## src/rtl/serial_pkg.sv

```systemverilog
// Shared definitions for the serial bit-stream path: serializer FSM states
// and the default word width used by the serializer and detector stages.
package serial_pkg;

  localparam int DEFAULT_WIDTH = 8;

  typedef enum logic {
    IDLE  = 1'b0,
    SHIFT = 1'b1
  } state_t;

endpackage

```

## src/rtl/skid_hold.sv

```systemverilog
// One-entry hold register in front of the serializer's shifter. Ready is a
// pure function of the registered full flag, so there is no path from in_valid.
module skid_hold
  import serial_pkg::*;
#(
  parameter int WIDTH = DEFAULT_WIDTH
) (
  input  logic             clk,
  input  logic             rst_n,
  input  logic [WIDTH-1:0] in_data,
  input  logic             in_valid,
  output logic             in_ready,
  input  logic             take,
  output logic [WIDTH-1:0] hold_data,
  output logic             hold_full
);

  logic             r_full;
  logic [WIDTH-1:0] r_data;
  logic             w_accept;

  assign w_accept  = in_valid && !r_full;
  assign in_ready  = !r_full;
  assign hold_full = r_full;
  assign hold_data = r_data;

  // Accept and take are mutually exclusive: take needs r_full, accept needs !r_full.
  always_ff @(posedge clk or negedge rst_n) begin
    if (!rst_n) begin
      r_full <= 1'b0;
      // NOTE: the data register is reset too; it is a single word, so the cost is
      // trivial and the contents stay deterministic after reset.
      r_data <= '0;
    end else if (w_accept) begin
      // NOTE: state is updated with non-blocking assignments so every register
      // samples pre-edge values, independent of statement order.
      r_full <= 1'b1;
      r_data <= in_data;
    end else if (take) begin
      r_full <= 1'b0;
    end
  end

endmodule

```

## src/rtl/byte_serializer.sv

```systemverilog
// Parallel-to-serial converter: one bit per en strobe, with a one-word hold
// buffer so consecutive words stream with no gap between them.
module byte_serializer
  import serial_pkg::*;
#(
  parameter int WIDTH     = DEFAULT_WIDTH,
  parameter bit MSB_FIRST = 1'b1
) (
  input  logic             clk,
  input  logic             rst_n,
  input  logic [WIDTH-1:0] in_data,
  input  logic             in_valid,
  output logic             in_ready,
  input  logic             en,
  output logic             x,
  output logic             x_valid,
  output logic             frame_start,
  output logic             busy
);

  localparam int            CW   = (WIDTH > 1) ? $clog2(WIDTH) : 1;
  localparam logic [CW-1:0] LAST = CW'(WIDTH - 1);

  state_t           r_state;
  logic [WIDTH-1:0] r_shift;
  logic [CW-1:0]    r_cnt;
  logic             r_x;
  logic             r_x_valid;
  logic             r_frame_start;

  logic [WIDTH-1:0] w_hold_data;
  logic             w_hold_full;
  logic             w_take;
  logic             w_last;
  logic             w_bit;

  skid_hold #(
    .WIDTH(WIDTH)
  ) u_hold (
    .clk      (clk),
    .rst_n    (rst_n),
    .in_data  (in_data),
    .in_valid (in_valid),
    .in_ready (in_ready),
    .take     (w_take),
    .hold_data(w_hold_data),
    .hold_full(w_hold_full)
  );

  assign w_last = (r_cnt == LAST);
  assign w_bit  = MSB_FIRST ? r_shift[WIDTH-1] : r_shift[0];
  // The hold word moves either into an empty shifter or on the last bit's strobe.
  assign w_take = w_hold_full &&
                  ((r_state == IDLE) || ((r_state == SHIFT) && en && w_last));

  always_ff @(posedge clk or negedge rst_n) begin
    if (!rst_n) begin
      r_state       <= IDLE;
      r_shift       <= '0;
      r_cnt         <= '0;
      r_x           <= 1'b0;
      r_x_valid     <= 1'b0;
      r_frame_start <= 1'b0;
    end else begin
      r_x_valid     <= 1'b0;
      r_frame_start <= 1'b0;
      case (r_state)
        IDLE: begin
          if (w_hold_full) begin
            r_shift <= w_hold_data;
            r_cnt   <= '0;
            r_state <= SHIFT;
          end
        end
        SHIFT: begin
          if (en) begin
            r_x           <= w_bit;
            r_x_valid     <= 1'b1;
            r_frame_start <= (r_cnt == '0);
            if (w_last) begin
              r_cnt <= '0;
              if (w_hold_full) begin
                r_shift <= w_hold_data;
              end else begin
                r_state <= IDLE;
              end
            end else begin
              r_shift <= MSB_FIRST ? (r_shift << 1) : (r_shift >> 1);
              r_cnt   <= r_cnt + 1'b1;
            end
          end
        end
        default: r_state <= IDLE;
      endcase
    end
  end

  assign x           = r_x;
  assign x_valid     = r_x_valid;
  assign frame_start = r_frame_start;
  assign busy        = (r_state == SHIFT) || w_hold_full;

endmodule

```

## config.mk

```make
export PLATFORM = sky130hd
export DESIGN_NAME = byte_serializer
export DESIGN_NICKNAME = d
export VERILOG_FILES = /design/src/rtl/serial_pkg.sv /design/src/rtl/skid_hold.sv /design/src/rtl/byte_serializer.sv
export SDC_FILE = /design/constraint.sdc
export NUM_CORES = 1
export LEC_CHECK = 0
export ABC_AREA = 1
export ABC_CLOCK_PERIOD_IN_PS = 1530
export CORE_MARGIN = 2
export CORE_UTILIZATION = 40
export DETAILED_ROUTE_END_ITERATION = 10
export HOLD_SLACK_MARGIN = 0.06
export PLACE_DENSITY_LB_ADDON = 0.25
export SLEW_MARGIN = 15
export SYNTH_ARGS = -nofsm -noshare
export SYNTH_HDL_FRONTEND = slang
export SYNTH_SLANG_ARGS = --single-unit
```

## constraint.sdc

```tcl
create_clock -name clk -period 1.53 [get_ports clk]
set_input_delay 0.2295 -clock clk [delete_from_list [all_inputs] [get_ports clk]]
set_output_delay 0.2295 -clock clk [all_outputs]
set_load 0.02 [all_outputs]
```

==> results by group <==
Setup path
  – Startpoint Class: flop
  – Cell Chain, Critical Path: inv_4 -> nand2_1 -> dlygate4sd2_1
  – R2r setup slk: 0.16 ns
  – CP bufs+invs: 2
  – Crit Reg-Reg Startpoint: r_cnt[0]
  – Critical Setup Path Class: flop to output pin
  – Worst endpoint required time: 1.30 ns
  – CP Capture Type: output pin
  – Slowest CP cell: dfrtp_1
  – Kind of cell adding the most delay to the critical path: flip-flops
  – Worst Path Max Fanout: 5
  – Worst r2r dst: r_shift[6]
  – Crit path DAT: 1.22 ns
  – Largest stage delay, worst path: 0.44 ns
  – R2R depth: 8

Synthesis
  – Most frequent cell after synthesis: nand2_1
  – Syn_area_per_cell: 8.07 um^2
  – EDFF count, synth: 0
  – Register bit total from synthesis: 24
  – Number of cells produced by synthesis: 161
  – Area of the mapped netlist: 1300 um^2
  – Synth area leaders: dfrtp_1, nand2_1, nand3_2, nand3_1, inv_1
  – Most frequent cells after synthesis: nand2_1, dfrtp_1, inv_1, nand3_1, nand3_2
  – Synth cell types: 19
  – Post-synth top area share: 0.462
  – FFs w/ async S/R, synth: 1.00
  – Yosys warning count: 0
  – Top FF cell, synth: dfrtp_1
  – Post-Syn Nets: 177
  – Sequential share of the synthesized area: 0.462
  – Area leader, netlist: dfrtp_1

Timing
  – Slew @ Worst Pin: 0.314 ns
  – Hold_ws: 0.248 ns
  – RSZ-0062 raised after global routing: false
  – Fmax: 692 MHz
  – Final setup margin: 0.0845 ns
  – Setup TNS: 0 ns
  – Final min period: 1.45 ns
  – Final setup fails: 0
  – Clk_skew: 0.00990 ns
  – Slew Viols, Final: 0
  – Hold Violations, Final: 0
  – Slew margin rel.: 0.791
  – Final worst path period share: 0.945

Placement
  – DP Area: 1500 um^2
  – Placed Cells: 221
  – Port-buffer cells: 16
  – Routability cong.: 0.766
  – Setup WS pre-CTS: 0.106 ns
  – Post-DP HPWL: 1750 um

Clock tree
  – Cts hold-fix bufs: 0
  – Clk Latency, worst-skew pair: 0.32 ns
  – TritonCTS clock tree: done
  – Clock tree root buffer cell: clkbuf_4
  – # H-tree levels: 1
  – Clock Pin Slew Worst Setup and Hold Paths: 0.14 ns
  – Max Root-Sink Buffers: 2
  – CTS Sinks: 24
  – CTS Buf Count: 3

Finish
  – Diode count: 0
  – Share of cells above drive strength 1: 0.166
  – Nets: 198
  – Storage element area: 601 um^2
  – Fin cells: 225
  – Area occupied by multi-input gates: 563 um^2
  – # fillers: 304
  – Layout area overhead: 19.8%
  – Post-Layout Inst Area: 1560 um^2

Routing
  – Post-Route WL: 2310 um
  – Via Count: 1037
  – ANT nets after route: 0
  – Vias per inst: 4.61
  – Pre-antenna DRT Iters: 4
  – Initial DRC Count: 25
  – Routed WL per cell: 10.3 um
  – Drc violations: 0

Floorplanning
  – I/O Pins: 17
  – Area of the die: 3720 um^2
  – Die X: 61.0 um
  – Die Span Y: 61.0 um
  – Starting Density: 0.422
  – Core area: 3080 um^2
  – FP Rows: 20

Global route
  – Overflow after GRT: 0
  – Largest net degree at the start of global routing: 25
  – Vias in the first global route: 992
  – First-pass GRT wire length: 4370 um
  – Initial antenna violation count: 0
  – Total track usage: 0.154

Power and ir drop
  – Worst vdd ir: 605 uV
  – Static Leakage: 0.000863 uW
  – Pwr/cell area: 1450 nW/um^2

Hold path
  – Worst hold path type: input pin to async pin

Status
  – Status: completed

Flow run
  – Maxcap violations: 0
-- worst register-to-register path, cell delays in order, from the launching register on --
cell	delay, ns
dfrtp_1	0.45
ha_1	0.23
ha_1	0.21
inv_4	0.11
nand3_1	0.08
nand2_1	0.07
inv_1	0.04
nand2_1	0.05
nand2_1	0.04
-- sequential cells by signal, summed over array words and instances, names as in the netlist --
register	count
frame_start	1
u_hold.hold_full	1
r_state	1
x	1
u_hold.hold_data	8
r_shift	8
x_valid	1
r_cnt	3
-- cells by family (layout without fill, tap and decap cells) --
group                      Yosys count  count (layout)  share of synthesized area
AOI/OAI and AO/OA                    6               6                     0.0318
adders and majority gates            4               4                     0.0385
buffers and inverters               27              47                      0.107
DFF                                 24              24                      0.462
and+or+nand+nor                    100             100                      0.361
-- cells in the final DEF, fill, tap and decap left out, drive strengths merged --
cell type / n
nand2: 76
dfrtp: 24
inv: 22
nand3: 22
clkdlybuf4s50: 11
buf: 5
o21ai: 5
ha: 4
clkbuf: 3
dlygate4sd2: 3
dlymetal6s2s: 2
nor2: 1
nand3b: 1
o31ai: 1
bufinv: 1
-- metal layers --
| metal | share of wire | vias up | track usage |
|---|---|---|---|
| li1 | - | 534 | - |
| met2 | 0.46 | 34 | 0.258 |
| met3 | 0.053 | 4 | 0.0189 |
| met4 | 0.012 | 0 | 0.0466 |
| met5 | 0 | - | 0 |
| met1 | 0.47 | 465 | 0.209 |
-- worst max-delay path by stage --
stage,from,end,slack (ns),cells past startpoint
floorplan,r_cnt[0],r_shift[1],0.25,7
global placement,r_cnt[0],r_shift[1],0.15,7
detailed placement,r_cnt[0],r_shift[1],0.11,7
CTS,frame_start,frame_start,0.03,1
global route,u_hold.hold_full,busy,0.003,3
finish,u_hold.hold_full,busy,0.08,3
-- area by class of cell --
cell class | instances | share of cell area
clock buffers | 3 | 0.0145
clock inverters | 1 | 0.0193
inverters | 22 | 0.0562
multi-input cells | 110 | 0.361
flip-flops and latches | 24 | 0.386
well taps | 44 | 0.0353
repair buffers | 21 | 0.128
-- what timing repair did --
| item | in CTS | in global routing |
|---|---|---|
| setup buffers | 0 | 0 |
| gates resized for setup | 3 | 4 |
| setup endpoints to repair | 3 | 9 |
| hold endpoints to repair | 0 | 0 |
-- power by group --
group / switching (uW) / internal (uW)
registers: 155 / 854
logic: 468 / 323
clock network: 201 / 265
-- metrics by stage --
step	utilization	total power, uW
2_1_floorplan	-	1620
3_3_place_gp	0.487	1800
3_5_place_dp	0.487	1830
4_1_cts	0.503	2280
5_1_grt	0.506	2480
6_report	0.506	2270
No activity file was read; power rests on OpenSTA's default activity.
